**config.mk**
```make
export PLATFORM = sky130hd
export DESIGN_NAME = instr_issue_unit
export DESIGN_NICKNAME = d
export VERILOG_FILES = /design/src/rtl/instr_issue_pkg.sv /design/src/rtl/result_fifo.sv /design/src/rtl/instr_issue_unit.sv
export SDC_FILE = /design/constraint.sdc
export NUM_CORES = 1
export LEC_CHECK = 0
export CORE_MARGIN = 2
export CORE_UTILIZATION = 50
export DETAILED_ROUTE_END_ITERATION = 16
export GPL_TIMING_DRIVEN = 0
export PLACE_DENSITY = 0.67
export SETUP_SLACK_MARGIN = 0.3
export SLEW_MARGIN = 25
export SYNTH_ARGS = -nofsm -noshare
export SYNTH_HDL_FRONTEND = slang
export SYNTH_HIERARCHICAL = 1
export SYNTH_SLANG_ARGS = --single-unit
```
**constraint.sdc**
```tcl
create_clock -name clk -period 6.35 [get_ports clk]
set_input_delay 1.27 -clock clk [delete_from_list [all_inputs] [get_ports clk]]
set_output_delay 1.27 -clock clk [all_outputs]
set_load 0.02 [all_outputs]
```
**src/rtl/instr_issue_pkg.sv**
```systemverilog
// Shared types and sizing for the instruction issue unit.
package instr_issue_pkg;

  localparam int unsigned PROG_DEPTH = 16;
  localparam int unsigned RES_DEPTH  = 4;
  localparam int unsigned WORD_W     = 32;
  localparam int unsigned ADDR_W     = 4;
  localparam int unsigned LEN_W      = 5;
  localparam int unsigned IDX_W      = 4;

  localparam logic [WORD_W-1:0] NOP_WORD = 32'h0;

  typedef enum logic [1:0] {
    IDLE  = 2'd0,
    ISSUE = 2'd1,
    HOLD  = 2'd2
  } state_e;

  typedef struct packed {
    logic [WORD_W-1:0] alu;
    logic [WORD_W-1:0] mem;
    logic [IDX_W-1:0]  idx;
  } res_entry_t;

  localparam int unsigned RES_ENTRY_W = $bits(res_entry_t);

  // Clamp a requested run length to the program size.
  function automatic logic [LEN_W-1:0] sat_len(input logic [LEN_W-1:0] len,
                                               input logic [LEN_W-1:0] max_len);
    return (len > max_len) ? max_len : len;
  endfunction

endpackage

```
**src/rtl/result_fifo.sv**
```systemverilog
// Circular result FIFO; head is presented combinationally from storage.
module result_fifo #(
  parameter int unsigned DEPTH = 4,
  parameter int unsigned WIDTH = 68
) (
  input  logic             clk,
  input  logic             reset,
  input  logic             push,
  input  logic [WIDTH-1:0] push_data,
  input  logic             pop,
  output logic [WIDTH-1:0] head_data,
  output logic             head_valid,
  output logic             full
);

  localparam int unsigned PTR_W = (DEPTH > 1) ? $clog2(DEPTH) : 1;
  localparam int unsigned CNT_W = $clog2(DEPTH + 1);

  logic [WIDTH-1:0] store_q [DEPTH];
  logic [PTR_W-1:0] wr_ptr_q, wr_ptr_d;
  logic [PTR_W-1:0] rd_ptr_q, rd_ptr_d;
  logic [CNT_W-1:0] count_q, count_d;
  logic             do_push;
  logic             do_pop;

  // Pointer/count update; pushes into a full FIFO and pops from an empty one are dropped.
  always_comb begin
    do_push  = push && (count_q != CNT_W'(DEPTH));
    do_pop   = pop && (count_q != '0);
    wr_ptr_d = wr_ptr_q;
    rd_ptr_d = rd_ptr_q;
    count_d  = count_q;
    if (do_push) begin
      wr_ptr_d = (wr_ptr_q == PTR_W'(DEPTH - 1)) ? '0 : wr_ptr_q + PTR_W'(1);
    end
    if (do_pop) begin
      rd_ptr_d = (rd_ptr_q == PTR_W'(DEPTH - 1)) ? '0 : rd_ptr_q + PTR_W'(1);
    end
    case ({do_push, do_pop})
      2'b10:   count_d = count_q + CNT_W'(1);
      2'b01:   count_d = count_q - CNT_W'(1);
      default: count_d = count_q;
    endcase
  end

  // Pointer and occupancy registers.
  always_ff @(posedge clk or negedge reset) begin
    if (!reset) begin
      wr_ptr_q <= '0;
      rd_ptr_q <= '0;
      count_q  <= '0;
    end else begin
      wr_ptr_q <= wr_ptr_d;
      rd_ptr_q <= rd_ptr_d;
      count_q  <= count_d;
    end
  end

  // Entry storage; contents are don't-care while unoccupied, so no reset.
  always_ff @(posedge clk) begin
    if (do_push) begin
      store_q[wr_ptr_q] <= push_data;
    end
  end

  // Head is forced to zero when empty so nothing stale is visible.
  assign head_valid = (count_q != '0);
  assign head_data  = head_valid ? store_q[rd_ptr_q] : '0;
  assign full       = (count_q == CNT_W'(DEPTH));

endmodule

```
**src/rtl/instr_issue_unit.sv**
```systemverilog
// Issues a stored program one word per cycle to a single-cycle CPU and queues its results.
module instr_issue_unit #(
  parameter int unsigned PROG_DEPTH = instr_issue_pkg::PROG_DEPTH,
  parameter int unsigned RES_DEPTH  = instr_issue_pkg::RES_DEPTH
) (
  input  logic        clk,
  input  logic        reset,
  input  logic        prog_we,
  input  logic [3:0]  prog_addr,
  input  logic [31:0] prog_data,
  input  logic [4:0]  prog_len,
  input  logic        start,
  output logic [31:0] instruction,
  output logic        instr_valid,
  input  logic [31:0] aluResult,
  input  logic [31:0] memData,
  output logic        res_valid,
  output logic [31:0] res_alu,
  output logic [31:0] res_mem,
  output logic [3:0]  res_idx,
  input  logic        res_ready,
  output logic        busy,
  output logic        done
);

  import instr_issue_pkg::*;

  logic [WORD_W-1:0]      prog_mem_q [PROG_DEPTH];
  state_e                 state_q, state_d;
  logic [LEN_W-1:0]       pc_q, pc_d;
  logic [LEN_W-1:0]       len_q, len_d;
  logic [LEN_W-1:0]       pc_inc;
  logic                   done_q, done_d;
  logic                   fifo_push;
  logic                   fifo_pop;
  logic                   fifo_full;
  logic                   head_valid;
  res_entry_t             push_entry;
  res_entry_t             head_entry;
  logic [RES_ENTRY_W-1:0] head_bits;

  // Program memory is writable only while idle and survives reset.
  always_ff @(posedge clk) begin
    if (prog_we && (state_q == IDLE)) begin
      prog_mem_q[prog_addr] <= prog_data;
    end
  end

  // Next-state, issue strobe and result push decode.
  always_comb begin
    state_d     = state_q;
    pc_d        = pc_q;
    len_d       = len_q;
    done_d      = 1'b0;
    fifo_push   = 1'b0;
    instr_valid = 1'b0;
    instruction = NOP_WORD;
    pc_inc      = pc_q + LEN_W'(1);
    push_entry  = '{alu: aluResult, mem: memData, idx: pc_q[IDX_W-1:0]};
    case (state_q)
      IDLE: begin
        if (start && (prog_len != '0)) begin
          len_d   = sat_len(prog_len, LEN_W'(PROG_DEPTH));
          pc_d    = '0;
          state_d = ISSUE;
        end
      end
      ISSUE: begin
        if (!fifo_full) begin
          instr_valid = 1'b1;
          instruction = prog_mem_q[pc_q[ADDR_W-1:0]];
          fifo_push   = 1'b1;
          pc_d        = pc_inc;
          if (pc_inc == len_q) begin
            state_d = IDLE;
            done_d  = 1'b1;
          end
        end else begin
          state_d = HOLD;
        end
      end
      HOLD: begin
        if (!fifo_full) begin
          state_d = ISSUE;
        end
      end
      default: state_d = IDLE;
    endcase
  end

  // FSM, program counter, latched length and done pulse.
  always_ff @(posedge clk or negedge reset) begin
    if (!reset) begin
      state_q <= IDLE;
      pc_q    <= '0;
      len_q   <= '0;
      done_q  <= 1'b0;
    end else begin
      state_q <= state_d;
      pc_q    <= pc_d;
      len_q   <= len_d;
      done_q  <= done_d;
    end
  end

  assign fifo_pop = head_valid && res_ready;

  result_fifo #(
    .DEPTH (RES_DEPTH),
    .WIDTH (RES_ENTRY_W)
  ) u_result_fifo (
    .clk        (clk),
    .reset      (reset),
    .push       (fifo_push),
    .push_data  (push_entry),
    .pop        (fifo_pop),
    .head_data  (head_bits),
    .head_valid (head_valid),
    .full       (fifo_full)
  );

  assign head_entry = res_entry_t'(head_bits);
  assign res_valid  = head_valid;
  assign res_alu    = head_entry.alu;
  assign res_mem    = head_entry.mem;
  assign res_idx    = head_entry.idx;
  assign busy       = (state_q != IDLE);
  assign done       = done_q;

endmodule

```
==> results.sh, run 1 <==
export IMPL_status="completed"
export IMPL_cts_root_buf="clkbuf_16"
export IMPL_relSlewSlack_pct=29.7
export IMPL_final_hold_violation_count=0
export IMPL_swShare_pct=30.9
export IMPL_cts_buffers=81
export IMPL_postSynthCellCount=1345
export IMPL_drt_vias_per_instance=5.82
export IMPL_coreArea_mm2=0.0615
export IMPL_utilization_pct=61.4
export IMPL_max_freq_ghz=0.192
export IMPL_netlist_area_mm2=0.0309
export IMPL_async_flop_share_pct=2.49
export IMPL_grt_antenna_before_repair=4
export IMPL_grt_pass1_wl_um=102000
export IMPL_path_max_fanout=10
export IMPL_place_area_mm2=0.0352
export IMPL_yosys_warnings=6
export IMPL_power_switching_uw=5450
export IMPL_ys_flop_type="edfxtp_1"
export IMPL_n_antenna_cell=0
export IMPL_power_density_mw_per_mm2=467
export IMPL_dp_cells=2401
export IMPL_power_frac_comb_pct=35.6
export IMPL_grt_max_degree=40
export IMPL_wl_per_cell_um=27.2
export IMPL_end_kind="output pin"
export IMPL_seqPwrFrac_pct=37.9
export IMPL_clk_pin_slew_ns=0.07
export IMPL_pwr_share_clk_pct=26.5
export IMPL_synth_distinct_cells=44
export IMPL_required_ns=5.08
export IMPL_htree_levels=3
export IMPL_yosysTopAreaCell="edfxtp_1"
export IMPL_min_delay_start="u_result_fifo/count_q[2]$_DFFE_PN0P_"
export IMPL_period_share_pct=81.9
export IMPL_gp_congestion=0.757
export IMPL_hold_depth=1
export IMPL_drtIter0Drc=1126
export IMPL_layout_drive_gt1_share_pct=25.2
export IMPL_initial_core_util_pct=50.3
export IMPL_design_area_mm2=0.0378
export IMPL_post_cts_buffers=0
export IMPL_die_h_um=253
export IMPL_synth_top_cell_area_share_pct=76.1
export IMPL_synth_edf_count=784
export IMPL_syn_to_final_growth_pct=22.1
export IMPL_holdCritPathClass="flip-flop to flip-flop"
export IMPL_maxSlewViolCount=0
export IMPL_final_nets=1812
export IMPL_clock_path_buffers=3
export IMPL_vias=14835
export IMPL_finalClockSkew_ns=0.0154
export IMPL_holdBufCountCts=0
export IMPL_p_leak_uw=0.0122
export IMPL_ir_drop_uv=302
export IMPL_die_area_mm2=0.0639
export IMPL_intPower_uw=12200
export IMPL_clock_sinks=804
export IMPL_cts_tree="yes"
export IMPL_postCtsResizedCells=0
export IMPL_worst_slew_pin_slew_ns=1.05
export IMPL_synth_seq_area_share_pct=77.7
export IMPL_path_class="flip-flop to output pin"
export IMPL_crit_arrival_ns=3.93
export IMPL_gr_total_overflow=0
export IMPL_final_cells=2549
export IMPL_grt_pass1_vias=15678
export IMPL_reg2reg_slack_ns=3.04
export IMPL_drv_cap=0
export IMPL_dr_pass1_iters=5
export IMPL_synthTopCellsByArea="edfxtp_1 76%, mux4_2 14%, mux2i_1 2.1%"
export IMPL_synth_area_per_cell_um2=23.0
export IMPL_synth_seq_cells=804
export IMPL_fin_crit_ns=5.20
export IMPL_ioPinCount=214
export IMPL_place_hpwl_um=44700
export IMPL_setup_viol=0
export IMPL_drc=0
export IMPL_crit_path_start_kind="flip-flop"
export IMPL_worstRegToRegCells=7
export IMPL_grt_use_total_pct=22.1
export IMPL_rr_startpoint="state_q[1]$_DFFE_PN0P_"
export IMPL_port_buffers=213
export IMPL_core_rowCount=91
export IMPL_routed_wl_um=69400
export IMPL_clk_latency_ns=0.61
export IMPL_reg2reg_to="prog_mem_q[0][9]$_DFFE_PP_"
export IMPL_syn_num_nets=1463
export IMPL_antenna_left=0
export IMPL_rsz0062_at_grt="no"
export IMPL_tns_ns=0
export IMPL_die_x_um=253
export IMPL_power_uw=17600
export IMPL_hold_end="u_result_fifo/count_q[2]$_DFFE_PN0P_"
## cell usage after synthesis (2+ instances only)
master	n
nand3_1	8
ha_1	7
nand2_1	10
nor3_1	5
o22ai_1	32
nor2_1	17
xnor2_1	4
mux2i_1	66
edfxtp_1	784
or3_1	3
o21ai_1	6
clkbuf_1	20
and2_1	73
mux4_2	196
xor2_1	4
buf_6	18
buf_2	30
mux2_4	2
inv_1	7
dfrtp_1	20
mux2_2	2
nand2b_1	8
nand4b_1	2
## how the worst max path moves through the flow
stage / from / to / slack, ns / cells past startpoint
6_report: u_result_fifo/count_q[0]$_DFFE_PN0P_ / instruction[29] / 1.15 / 7
5_1_grt: u_result_fifo/count_q[0]$_DFFE_PN0P_ / instruction[29] / 1.06 / 7
4_1_cts: u_result_fifo/count_q[0]$_DFFE_PN0P_ / instruction[28] / 1.19 / 7
3_5_place_dp: u_result_fifo/count_q[0]$_DFFE_PN0P_ / instruction[28] / 1.86 / 7
3_3_place_gp: prog_we / prog_mem_q[0][9]$_DFFE_PP_ / -1.69 / 4
2_1_floorplan: prog_addr[1] / prog_mem_q[0][0]$_DFFE_PP_ / 1.98 / 2
## state kept, by name (all words and copies together) (netlist names)
name / count
u_result_fifo/wr_ptr_q: 2
u_result_fifo/store_q: 272
state_q: 2
u_result_fifo/rd_ptr_q: 2
u_result_fifo/count_q: 3
pc_q: 5
len_q: 5
done: 1
prog_mem_q: 512
## critical path: stages, from the launching register on
cell	delay, ns
dfrtp_1	0.42
nor3b_1	0.54
or3b_1	0.26
inv_2	0.10
nand2_1	0.20
clkbuf_1	0.81
o22ai_1	0.37
clkdlybuf4s50_1	0.62
## logic make-up after synthesis
group,synth area share (%)
AOI/OAI and AO/OA,0.882
xor gates and xnor gates,0.376
adders and majority gates,0.348
buffers and inverters,1.53
DFF,77.7
muxes,16.6
and+or+nand+nor,2.51
## power by group through the flow
stage | clock [uW] | combinational (uW) | sequential, uW
after floorplan | 0 | 3820 | 6770
after global placement | 0 | 6170 | 6830
after detailed placement | 0 | 6350 | 6790
after CTS | 4770 | 6380 | 6680
final | 4680 | 6270 | 6680
after global routing | 4970 | 6660 | 6730
## placed cells by master (no fill, tap or decap), drive strengths merged, types with 2 or more instances in the layout
master / synthesis / routed
xor2: 4 / 4
mux4: 196 / 196
buf: 50 / 104
dfrtp: 20 / 20
nor2: 17 / 17
o21ai: 6 / 6
clkinvlp: 0 / 2
edfxtp: 784 / 784
xnor2: 4 / 4
ha: 7 / 7
clkinv: 0 / 33
mux2: 5 / 5
or3: 3 / 3
mux2i: 66 / 66
nand4b: 2 / 2
bufinv: 0 / 7
clkdlybuf4s50: 0 / 212
clkbuf: 21 / 124
nand2: 10 / 10
o22ai: 32 / 32
inv: 8 / 11
nand3: 8 / 8
nor3: 5 / 5
and2: 74 / 74
nand2b: 8 / 8
## routing by layer
layer | GRT usage [%] | wire (um) | vias to the layer above
met5 | 0 | 50 | -
met4 | 7.61 | 1990 | 8
met3 | 4.00 | 3920 | 131
met2 | 38.1 | 35900 | 506
met1 | 28.5 | 27600 | 7853
li1 | - | - | 6337
## per-stage QoR
stage | setup slack [ns] | hold WS (ns)
2_1_floorplan | 1.98 | 0.447
3_3_place_gp | -1.69 | 0.463
3_5_place_dp | 1.86 | 0.463
4_1_cts | 1.19 | 0.476
5_1_grt | 1.06 | 0.490
6_report | 1.15 | 0.480
## cell type report
class | count | area (um2)
plain buffers | 71 | 445
fillers | 4230 | 23700
clock inverters | 45 | 432
well taps | 790 | 988
repair buffers | 266 | 3110
clock buffers | 103 | 2180
multi-input cells | 462 | 6530
inverters | 8 | 30.0
flip-flops and latches | 804 | 24000
(Power assumes the default switching activity.)
==> inputs of run 2 (changes only) <==
PLACE_DENSITY = 0.7   (was 0.67)
clock period = 4.2 ns   (was 6.35 ns; I/O delays follow)
==> results.sh, run 2 (same netlist as run 1, synthesis figures left out) <==
export IMPL_status="completed"
export IMPL_path_max_fanout=10
export IMPL_finalClockSkew_ns=0.0185
export IMPL_cpMaxStageDelayCell="dlygate4sd2_1"
export IMPL_path_class="flip-flop to output pin"
export IMPL_crit_path_start_kind="flip-flop"
export IMPL_clock_sinks=804
export IMPL_worst_hold_slack_ns=0.175
export IMPL_grt_pass1_vias=15402
export IMPL_ioPinCount=214
export IMPL_vias=14849
export IMPL_gr_total_overflow=0
export IMPL_cp_top_family="buffers and inverters"
export IMPL_place_area_mm2=0.0351
export IMPL_grt_antenna_before_repair=6
export IMPL_top_register="prog_mem_q"
export IMPL_reg_largest_list="prog_mem_q: 512 flops, u_result_fifo/store_q: 272 flops"
export IMPL_multi_input_area_mm2=0.00663
export IMPL_worst_slew_pin_slew_ns=0.829
export IMPL_relSlewSlack_pct=44.5
export IMPL_core_rowCount=91
export IMPL_critPathBufInv=3
export IMPL_power_density_mw_per_mm2=700
export IMPL_cp_cell_sequence="nor3b_2 -> or3b_1 -> or2_1 -> clkbuf_1 -> clkbuf_4 -> o22ai_1 -> dlygate4sd2_1"
export IMPL_antenna_left=0
export IMPL_drv_cap=0
export IMPL_period_share_pct=91.9
export IMPL_gp_congestion=0.727
export IMPL_cts_root_buf="clkbuf_16"
export IMPL_dr_pass1_iters=5
export IMPL_coreArea_mm2=0.0615
export IMPL_final_cell_mix="784 x edfxtp_1, 196 x mux4_2, 180 x clkdlybuf4s50_1"
export IMPL_grt_pass1_wl_um=101000
export IMPL_final_nets=1806
export IMPL_cts_buffers=81
export IMPL_initial_core_util_pct=50.3
export IMPL_holdBufCountCts=0
export IMPL_largest_reg_flops=512
export IMPL_place_hpwl_um=43800
export IMPL_maxSlewViolCount=0
export IMPL_design_area_mm2=0.0378
export IMPL_p_leak_uw=0.0124
export IMPL_wl_per_cell_um=27.0
export IMPL_required_ns=3.36
export IMPL_post_cts_buffers=0
export IMPL_final_common_cell="edfxtp_1"
export IMPL_fin_crit_ns=3.86
export IMPL_routed_wl_um=68800
export IMPL_clock_path_buffers=3
export IMPL_layout_drive_gt1_share_pct=26.3
export IMPL_die_x_um=253
export IMPL_rsz0062_at_grt="yes"
export IMPL_ir_drop_uv=411
export IMPL_max_freq_ghz=0.259
export IMPL_clk_pin_slew_ns=0.06
export IMPL_clk_latency_ns=0.62
export IMPL_end_kind="output pin"
export IMPL_cts_tree="yes"
export IMPL_post_place_ws_ns=0.187
export IMPL_htree_levels=3
export IMPL_grt_use_total_pct=22.0
export IMPL_setup_slack_ns=0.340
export IMPL_drtIter0Drc=1195
export IMPL_setup_viol=0
export IMPL_die_area_mm2=0.0639
export IMPL_syn_to_final_growth_pct=22.2
export IMPL_die_h_um=253
export IMPL_crit_arrival_ns=3.02
export IMPL_max_stage_delay_ns=0.49
export IMPL_ff_latch_area_mm2=0.0240
export IMPL_num_fill_cells=4208
export IMPL_port_buffers=213
export IMPL_drc=0
export IMPL_drt_vias_per_instance=5.84
export IMPL_holdCritPathClass="input port to asynchronous set/reset pin"
export IMPL_final_hold_violation_count=0
export IMPL_grt_max_degree=39
export IMPL_postCtsResizedCells=58
run 2: cell count changes in the layout (fill, tap and decap cells not counted), moves of 8 or more:
cell,before,now
clkbuf_4,0,11
clkbuf_1,35,23
buf_6,22,13
dlymetal6s2s_1,0,8
buf_2,31,13
dlygate4sd2_1,0,24
clkdlybuf4s50_1,212,180
o22ai_2,0,13
buf_8,0,9
o22ai_1,32,19
run 2: area by class of cell:
class | count | area share (%)
Sequential cell | 804 | 63.6
Timing Repair Buffer | 260 | 7.98
Clock inverter | 57 | 1.31
Clock buffer | 91 | 5.46
Buffer | 71 | 1.44
Inverter | 8 | 0.0794
Tap cell | 790 | 2.61
Antenna cell | 1 | 0.00662
Multi-Input combinational cell | 462 | 17.5
run 2: path summary, 6_finish.rpt:
path                                                 startpoint                                   end  slack, ns  cells after the start
max in group asynchronous                                 reset                   pc_q[1]$_DFFE_PN0P_       3.69                      1
hold / removal                                            reset                   pc_q[2]$_DFFE_PN0P_       0.18                      1
hold reg to reg            u_result_fifo/count_q[2]$_DFFE_PN0P_  u_result_fifo/count_q[2]$_DFFE_PN0P_       0.48                      1
setup / recovery           u_result_fifo/count_q[2]$_DFFE_PN0P_                        instruction[0]       0.34                      7
min in group clk           u_result_fifo/count_q[2]$_DFFE_PN0P_  u_result_fifo/count_q[2]$_DFFE_PN0P_       0.48                      1
setup reg to reg                         state_q[1]$_DFFE_PN0P_           prog_mem_q[3][13]$_DFFE_PP_       0.85                      6
run 2: routing by layer:
layer	routed length (um)	share of wire, %	vias to the layer above	track usage [%]
met4	1480	2.2	8	6.12
met1	27200	40	7890	28.7
met5	56	0.081	-	0
met3	4600	6.7	110	4.90
li1	-	-	6327	-
met2	35400	52	514	37.5
run 2: stage by stage:
stage	instances	total power, uW	setup TNS, ns	utilization (%)
global route	2544	27600	0	61.5
floorplan	1345	16000	0	-
CTS	2543	26700	0	61.4
global placement	2348	19600	-953.29	55.4
detailed placement	2395	19800	0	57.0
finish	2544	26500	0	61.5
run 2: power by group:
group | switching (uW) | internal [uW]
sequential | 245 | 9860
clock | 2970 | 3930
combinational | 5060 | 4380
total | 8280 | 18200
